===== src/rtl/des_pkg.sv =====
// -----------------------------------------------------------------------------
// des_pkg -- data shared by the DES S-box round stage.
//
// Contents:
//   des_state_e  : FSM state encoding (IDLE / SUB / DONE) of des_sbox_stage
//   SBOX_TABLE   : the eight DES S-boxes, 64 entries of 4 bits each,
//                  addressed as row*16 + col (row = {b0,b5}, col = b1..b4)
//   P_TABLE      : DES straight P-permutation, zero-based source bit per
//                  output bit (bit 0 = MSB, DES bit order)
//   p_permute()  : applies P_TABLE to a 32-bit S-box result
// -----------------------------------------------------------------------------
package des_pkg;

  typedef enum logic [1:0] {
    IDLE = 2'd0,
    SUB  = 2'd1,
    DONE = 2'd2
  } des_state_e;

  localparam logic [3:0] SBOX_TABLE [0:7][0:63] = '{
    // S1
    '{14,  4, 13,  1,  2, 15, 11,  8,  3, 10,  6, 12,  5,  9,  0,  7,
       0, 15,  7,  4, 14,  2, 13,  1, 10,  6, 12, 11,  9,  5,  3,  8,
       4,  1, 14,  8, 13,  6,  2, 11, 15, 12,  9,  7,  3, 10,  5,  0,
      15, 12,  8,  2,  4,  9,  1,  7,  5, 11,  3, 14, 10,  0,  6, 13},
    // S2
    '{15,  1,  8, 14,  6, 11,  3,  4,  9,  7,  2, 13, 12,  0,  5, 10,
       3, 13,  4,  7, 15,  2,  8, 14, 12,  0,  1, 10,  6,  9, 11,  5,
       0, 14,  7, 11, 10,  4, 13,  1,  5,  8, 12,  6,  9,  3,  2, 15,
      13,  8, 10,  1,  3, 15,  4,  2, 11,  6,  7, 12,  0,  5, 14,  9},
    // S3
    '{10,  0,  9, 14,  6,  3, 15,  5,  1, 13, 12,  7, 11,  4,  2,  8,
      13,  7,  0,  9,  3,  4,  6, 10,  2,  8,  5, 14, 12, 11, 15,  1,
      13,  6,  4,  9,  8, 15,  3,  0, 11,  1,  2, 12,  5, 10, 14,  7,
       1, 10, 13,  0,  6,  9,  8,  7,  4, 15, 14,  3, 11,  5,  2, 12},
    // S4
    '{ 7, 13, 14,  3,  0,  6,  9, 10,  1,  2,  8,  5, 11, 12,  4, 15,
      13,  8, 11,  5,  6, 15,  0,  3,  4,  7,  2, 12,  1, 10, 14,  9,
      10,  6,  9,  0, 12, 11,  7, 13, 15,  1,  3, 14,  5,  2,  8,  4,
       3, 15,  0,  6, 10,  1, 13,  8,  9,  4,  5, 11, 12,  7,  2, 14},
    // S5
    '{ 2, 12,  4,  1,  7, 10, 11,  6,  8,  5,  3, 15, 13,  0, 14,  9,
      14, 11,  2, 12,  4,  7, 13,  1,  5,  0, 15, 10,  3,  9,  8,  6,
       4,  2,  1, 11, 10, 13,  7,  8, 15,  9, 12,  5,  6,  3,  0, 14,
      11,  8, 12,  7,  1, 14,  2, 13,  6, 15,  0,  9, 10,  4,  5,  3},
    // S6
    '{12,  1, 10, 15,  9,  2,  6,  8,  0, 13,  3,  4, 14,  7,  5, 11,
      10, 15,  4,  2,  7, 12,  9,  5,  6,  1, 13, 14,  0, 11,  3,  8,
       9, 14, 15,  5,  2,  8, 12,  3,  7,  0,  4, 10,  1, 13, 11,  6,
       4,  3,  2, 12,  9,  5, 15, 10, 11, 14,  1,  7,  6,  0,  8, 13},
    // S7
    '{ 4, 11,  2, 14, 15,  0,  8, 13,  3, 12,  9,  7,  5, 10,  6,  1,
      13,  0, 11,  7,  4,  9,  1, 10, 14,  3,  5, 12,  2, 15,  8,  6,
       1,  4, 11, 13, 12,  3,  7, 14, 10, 15,  6,  8,  0,  5,  9,  2,
       6, 11, 13,  8,  1,  4, 10,  7,  9,  5,  0, 15, 14,  2,  3, 12},
    // S8
    '{13,  2,  8,  4,  6, 15, 11,  1, 10,  9,  3, 14,  5,  0, 12,  7,
       1, 15, 13,  8, 10,  3,  7,  4, 12,  5,  6, 11,  0, 14,  9,  2,
       7, 11,  4,  1,  9, 12, 14,  2,  0,  6, 10, 13, 15,  3,  5,  8,
       2,  1, 14,  7,  4, 10,  8, 13, 15, 12,  9,  0,  3,  5,  6, 11}
  };

  // Output bit i of P takes result bit P_TABLE[i] (both zero-based, MSB = 0).
  localparam logic [4:0] P_TABLE [0:31] = '{
    15,  6, 19, 20, 28, 11, 27, 16,
     0, 14, 22, 25,  4, 17, 30,  9,
     1,  7, 23, 13, 31, 26,  2,  8,
    18, 12, 29,  5, 21, 10,  3, 24
  };

  function automatic logic [0:31] p_permute(input logic [0:31] r);
    logic [0:31] p;
    for (int i = 0; i < 32; i++) begin
      p[i] = r[P_TABLE[i]];
    end
    return p;
  endfunction

endpackage


===== src/rtl/des_sbox_lut.sv =====
// -----------------------------------------------------------------------------
// des_sbox_lut -- one combinational DES S-box lookup.
//
// Ports:
//   sbox_idx [2:0] : which S-box (0 = S1 .. 7 = S8)
//   six      [0:5] : 6-bit input group, DES bit order (b0 = MSB)
//   val      [0:3] : 4-bit S-box output
// -----------------------------------------------------------------------------
module des_sbox_lut
  import des_pkg::*;
(
  input  logic [2:0] sbox_idx,
  input  logic [0:5] six,
  output logic [0:3] val
);

  // Outer bits select the row, inner four bits the column.
  logic [5:0] addr;

  always_comb begin
    addr = {six[0], six[5], six[1:4]};
  end

  assign val = SBOX_TABLE[sbox_idx][addr];

endmodule


===== src/rtl/des_sbox_stage.sv =====
// -----------------------------------------------------------------------------
// des_sbox_stage -- DES round substitution stage: x = e_in ^ subkey, then the
// eight S-boxes, SBOX_PER_CYCLE of them per clock, optionally followed by the
// straight P-permutation.
//
// Configuration macro: DES_SBOX_PBOX_EN
//   defined   : s_out = P(result)
//   undefined : s_out = result (raw S1..S8 concatenation)
//   Latency and handshake are identical in both builds.
//
// Parameter:
//   SBOX_PER_CYCLE : S-boxes evaluated per clock (1, 2, 4 or 8);
//                    one operation takes 8/SBOX_PER_CYCLE SUB cycles.
//
// Ports (all buses in DES bit order, index 0 = MSB):
//   clk, rst_n      : clock, asynchronous active-low reset
//   in_valid        : e_in/subkey valid
//   in_ready        : high only in IDLE
//   e_in   [0:47]   : expanded right half
//   subkey [0:47]   : round key
//   out_valid       : s_out valid, high only in DONE
//   out_ready       : consumer takes s_out
//   s_out  [0:31]   : substituted (optionally permuted) result
//   busy            : high whenever the FSM is not IDLE
//
// Handshake: a transfer happens on a rising edge where valid && ready are
// both high. The producer keeps its data stable while valid is high and
// ready is low; valid never depends combinationally on ready. Here in_ready
// and out_valid are registered, so an operand is taken only in IDLE and the
// result is held in DONE until out_ready. No second operand overlaps.
// -----------------------------------------------------------------------------
module des_sbox_stage
  import des_pkg::*;
#(
  parameter int SBOX_PER_CYCLE = 2
) (
  input  logic        clk,
  input  logic        rst_n,
  input  logic        in_valid,
  output logic        in_ready,
  input  logic [0:47] e_in,
  input  logic [0:47] subkey,
  output logic        out_valid,
  input  logic        out_ready,
  output logic [0:31] s_out,
  output logic        busy
);

  localparam int N = SBOX_PER_CYCLE;

  // Group counter steps through 0..7; with N = 8 the step wraps to 0, which
  // is harmless because the first SUB cycle is also the last.
  localparam logic [2:0] G_STEP = 3'(N);
  localparam logic [2:0] G_LAST = 3'(8 - N);

  // FSM state; the observable state of the block for checkers.
  des_state_e  state;

  logic [0:47] x;       // captured e_in ^ subkey
  logic [0:31] result;  // S1..S8 outputs, filled group by group
  logic [2:0]  g;       // first group handled in the current SUB cycle

  logic [2:0]  lane_idx [N];
  logic [0:5]  lane_six [N];
  logic [0:3]  lane_val [N];

  // Lane k handles group g+k this cycle.
  always_comb begin
    for (int k = 0; k < N; k++) begin
      lane_idx[k] = g + 3'(k);
      lane_six[k] = x[6*int'(lane_idx[k]) +: 6];
    end
  end

  for (genvar k = 0; k < N; k++) begin : g_lane
    des_sbox_lut u_lut (
      .sbox_idx (lane_idx[k]),
      .six      (lane_six[k]),
      .val      (lane_val[k])
    );
  end

  always_ff @(posedge clk or negedge rst_n) begin
    if (!rst_n) begin
      state     <= IDLE;
      x         <= '0;
      result    <= '0;
      g         <= '0;
      in_ready  <= 1'b1;
      out_valid <= 1'b0;
      busy      <= 1'b0;
    end else begin
      case (state)
        IDLE: begin
          if (in_valid && in_ready) begin
            x        <= e_in ^ subkey;
            g        <= '0;
            state    <= SUB;
            in_ready <= 1'b0;
            busy     <= 1'b1;
          end
        end

        SUB: begin
          for (int k = 0; k < N; k++) begin
            result[4*int'(lane_idx[k]) +: 4] <= lane_val[k];
          end
          g <= g + G_STEP;
          if (g == G_LAST) begin
            state     <= DONE;
            out_valid <= 1'b1;
          end
        end

        DONE: begin
          if (out_valid && out_ready) begin
            state     <= IDLE;
            out_valid <= 1'b0;
            in_ready  <= 1'b1;
            busy      <= 1'b0;
          end
        end

        default: begin
          state     <= IDLE;
          out_valid <= 1'b0;
          in_ready  <= 1'b1;
          busy      <= 1'b0;
        end
      endcase
    end
  end

`ifdef DES_SBOX_PBOX_EN
  assign s_out = p_permute(result);
`else
  assign s_out = result;
`endif

endmodule


===== config.mk =====
export PLATFORM = sky130hd
export DESIGN_NAME = des_sbox_stage
export DESIGN_NICKNAME = d
export VERILOG_FILES = /design/src/rtl/des_pkg.sv /design/src/rtl/des_sbox_lut.sv /design/src/rtl/des_sbox_stage.sv
export SDC_FILE = /design/constraint.sdc
export NUM_CORES = 1
export LEC_CHECK = 0
export BUFFER_PORTS_ARGS = -buffer_cell sky130_fd_sc_hd__buf_4
export CORE_UTILIZATION = 48
export DETAILED_ROUTE_END_ITERATION = 16
export PLACE_DENSITY_LB_ADDON = 0.2
export SLEW_MARGIN = 20
export SYNTH_ARGS = -nofsm -noshare
export SYNTH_HDL_FRONTEND = slang
export SYNTH_HIERARCHICAL = 1
export SYNTH_SLANG_ARGS = --single-unit

===== constraint.sdc =====
create_clock -name clk -period 8.9 [get_ports clk]
set_input_delay 1.78 -clock clk [delete_from_list [all_inputs] [get_ports clk]]
set_output_delay 1.78 -clock clk [all_outputs]
set_load 0.01 [all_outputs]

==> metrics.log <==
INFO  metric final-hold-violation-count = 0
INFO  metric postSynth.asyncResetShare = 1.00
INFO  metric critPathMaxFanout = 79
INFO  metric cts.repair.resized = 0
INFO  metric count_of_flip_flops_with_a_built_in_enable_after_synthesis = 0
INFO  metric top_flip_flop_cell_by_instance_count_after_synthesis = sky130_fd_sc_hd__dfrtp_1
INFO  metric core.rowCount = 58
INFO  metric initial_antenna_violation_count = 0
INFO  metric h-tree-depth = 3
INFO  metric initial_utilization = 0.490
INFO  metric share_of_the_clock_period_used_by_the_worst_path = 0.695
INFO  metric cts_made_buffers = 9
INFO  metric setup_slack = 2.71 ns
INFO  metric synth_seq_area_share = 0.176
INFO  metric antenna_left = 0
INFO  metric syn_area_per_cell = 7.69 sq um
INFO  metric die_area = 26400 sq um
INFO  metric stdcell_count = 1951
INFO  metric crit_path_end_kind = flop
INFO  metric cts_hold_repair.buffers = 0
INFO  metric core = 25300 sq um
INFO  metric clock_tree.root_cell = sky130_fd_sc_hd__clkbuf_16
INFO  metric timing.final.crit_period = 6.19 ns
INFO  metric num-fill-cells = 2472
INFO  metric ioPinCount = 135
INFO  metric dominant_combinational_cell_family_by_area_after_synthesis = compound AO/OA/AOI/OAI gates
INFO  metric first_global_vias = 12700
INFO  metric antennaDiodeCount = 0
INFO  metric maxCapViolations = 0
INFO  metric initialDrtViolationCount = 2530
INFO  metric finalNetCount = 1755
INFO  metric place.detailed.hpwl = 35800 microns
INFO  metric groute.usage.overall = 0.385
INFO  metric yosysWarnings = 6
INFO  metric synth_compound_gate_area_share = 0.340
INFO  metric clock_pin_slew_on_the_worst_setup_and_hold_paths = 0.07 ns
INFO  metric yosys_register_bits = 87
INFO  metric wire_length_reported_by_the_detailed_router = 52200 microns
INFO  metric cts_sinks = 87
INFO  metric finalSetupViolCount = 0
INFO  metric rsz_0062_raised_after_global_routing = no
INFO  metric post-place-ws = 3.03 ns
INFO  metric cp.arrival = 6.43 ns
INFO  metric area_growth = 8.68%
INFO  metric clock.fmax = 162 MHz
INFO  metric synthCells = 1608
INFO  metric clock_tree_from_tritoncts = yes
INFO  metric global_route.overflow_total = 0
INFO  metric die_w = 163 microns
INFO  metric clk_path_buf_depth = 2
INFO  metric max-slew-margin-rel = 0.239
INFO  metric final.setup_skew = 0.00473 ns
INFO  metric route.detailed.wl_per_inst = 26.8 microns
INFO  metric worstSetupStartpointType = flop
INFO  metric gp_congestion = 1.07
INFO  metric dieHeight = 163 microns
INFO  metric dpl.cell_count = 1935
INFO  metric worst_pin_slew = 1.14 ns
INFO  metric yosys.area_share.simple = 0.232
INFO  metric via_count = 14100
INFO  metric post-cts-setup-buffers = 0
INFO  metric maximum_number_of_pins_on_one_net_before_global_route_repair = 112
INFO  metric vias_per_cell = 7.24
INFO  metric drt_pre_antenna_iters = 7
INFO  metric hold_path_class = flop to flop
INFO  metric synth_xor_xnor_area_share = 0.0405
INFO  metric synth_mux_area_frac = 0.0799
INFO  metric remaining_drc_errors = 0
INFO  metric worst_ep_required_time = 9.14 ns
INFO  metric run_status = finished clean
INFO  metric clock_latency_on_the_worst_skew_pair = 0.35 ns
INFO  metric finish.utilization = 0.532
INFO  metric yosys.area_share.adder = 0.0401
INFO  metric fraction_of_final_layout_cells_with_drive_strength_greater_than_1 = 0.161
INFO  metric timing.setup.tns = 0 ns
INFO  metric drv_slew = 0
INFO  metric synth.cell_area = 12400 sq um
INFO  metric critical_path_class = flop to flop
INFO  metric port-buffer-count = 134
INFO  metric netlist-cell-type-count = 102
INFO  metric grt_pass1_wl = 77800 microns
[cells in the mapped netlist (all sizes together) (12+ instances only)]
| library cell | count | area [sq um] |
|---|---|---|
| or2 | 14 | 87.6 |
| mux2i | 20 | 200 |
| dfrtp | 86 | 2150 |
| a21oi | 129 | 646 |
| a211oi | 45 | 338 |
| nand2 | 115 | 432 |
| o2111ai | 16 | 140 |
| o211ai | 42 | 315 |
| o221ai | 12 | 105 |
| a311oi | 24 | 210 |
| o31ai | 16 | 120 |
| buf | 131 | 813 |
| xnor2 | 52 | 455 |
| and2 | 19 | 119 |
| o22ai | 19 | 119 |
| ha | 38 | 475 |
| a31oi | 21 | 131 |
| a22o | 24 | 210 |
| inv | 28 | 105 |
| clkbuf | 48 | 190 |
| o21ai | 95 | 475 |
| mux4 | 25 | 597 |
| o311ai | 14 | 123 |
| nand2b | 58 | 363 |
| nor2 | 146 | 553 |
| nor3 | 43 | 215 |
| nor2b | 55 | 347 |
| a221oi | 16 | 153 |
| mux2 | 17 | 191 |
| nand3 | 40 | 200 |
[worst paths after layout]
check	start	endpoint	slack [ns]	cells after the start
worst max-delay path	g[2]	s_out[26]	2.71	13
worst min-delay path	s_out[31]	s_out[31]	0.48	2
worst max register to register	g[2]	s_out[26]	2.71	13
worst min register to register	s_out[31]	s_out[31]	0.48	2
max in group asynchronous	rst_n	g[2]	6.39	2
min in group asynchronous	rst_n	busy	1.29	1
[through the flow]
stage               instance area, sq um  hold slack, ns
finish                             13400           0.483
global route                       13400           0.505
CTS                                13400           0.489
detailed placement                 13200           0.474
global placement                   13200           0.465
floorplan                          12400           0.490
[cell families after synthesis]
group                    count (synthesis)
AO/OA/AOI/OAI                          594
XOR/XNOR                                55
adder cells (fa/ha/maj)                 39
buffers and inverters                  210
flip-flops                              87
multiplexers                            62
other                                    2
AND/OR/NAND/NOR                        559
[registers in the layout (all words and copies together) (netlist names)]
register and cells:
s_out 32, x 48, g 2, state 2, busy 1, in_ready 1
out_valid 1
[critical path: stages, from the launching register on]
cell and delay (ns):
sky130_fd_sc_hd__dfrtp_4 1.01, sky130_fd_sc_hd__inv_1 0.43, sky130_fd_sc_hd__ha_1 0.40, sky130_fd_sc_hd__buf_4 0.30
sky130_fd_sc_hd__nand2b_1 0.25, sky130_fd_sc_hd__a211oi_1 0.09, sky130_fd_sc_hd__o41ai_2 0.26, sky130_fd_sc_hd__buf_4 0.63
sky130_fd_sc_hd__nor2b_1 0.98, sky130_fd_sc_hd__o21ai_0 0.33, sky130_fd_sc_hd__o311a_1 0.23, sky130_fd_sc_hd__a2bb2oi_1 0.50
sky130_fd_sc_hd__a22oi_2 0.26, sky130_fd_sc_hd__a22o_1 0.30
[final cells by class]
cell class	count	area, sq um	share of cell area
multi-input cells	1326	9230	0.686
inverters	31	116	0.00866
clock inverters	6	50.0	0.00372
flip-flops and latches	87	2190	0.163
clock buffers	10	229	0.0170
well taps	330	413	0.0307
repair buffers	161	1220	0.0908
[per-layer routing]
metal / up-vias / wire [microns] / GRT usage
met3: 253 / 6040 / 0.0815
met2: 1146 / 22600 / 0.573
met4: 0 / 3280 / 0.205
met1: 6622 / 20300 / 0.519
li1: 6103 / - / -
met5: - / 0 / 0
[placed cells by master, fill, tap and decap left out, types with 11 or more instances in the layout]
master                      count
sky130_fd_sc_hd__buf_4        160
sky130_fd_sc_hd__ha_1          38
sky130_fd_sc_hd__or2_2         11
sky130_fd_sc_hd__o21ai_0       94
sky130_fd_sc_hd__a21oi_1      129
sky130_fd_sc_hd__nand2b_1      58
sky130_fd_sc_hd__o311ai_0      12
sky130_fd_sc_hd__o311a_1       11
sky130_fd_sc_hd__mux2i_1       20
sky130_fd_sc_hd__nand2_1      115
sky130_fd_sc_hd__a311oi_1      24
sky130_fd_sc_hd__a31oi_1       21
sky130_fd_sc_hd__nand3_1       40
sky130_fd_sc_hd__o22ai_1       19
sky130_fd_sc_hd__nor2_1       144
sky130_fd_sc_hd__nor3_1        43
sky130_fd_sc_hd__dfrtp_1       84
sky130_fd_sc_hd__o2111ai_1     16
sky130_fd_sc_hd__xnor2_1       52
sky130_fd_sc_hd__inv_1         27
sky130_fd_sc_hd__conb_1        17
sky130_fd_sc_hd__a22o_1        24
sky130_fd_sc_hd__a221oi_1      14
sky130_fd_sc_hd__o31ai_1       15
sky130_fd_sc_hd__nor2b_1       54
sky130_fd_sc_hd__mux2_2        16
sky130_fd_sc_hd__mux4_2        16
sky130_fd_sc_hd__o211ai_1      42
sky130_fd_sc_hd__and2_1        18
sky130_fd_sc_hd__a211oi_1      45
sky130_fd_sc_hd__o221ai_1      12
sky130_fd_sc_hd__nand4_1       11
Power is not shown: default switching activity piles up to over one toggle a cycle in this logic, so the estimate is an artifact.
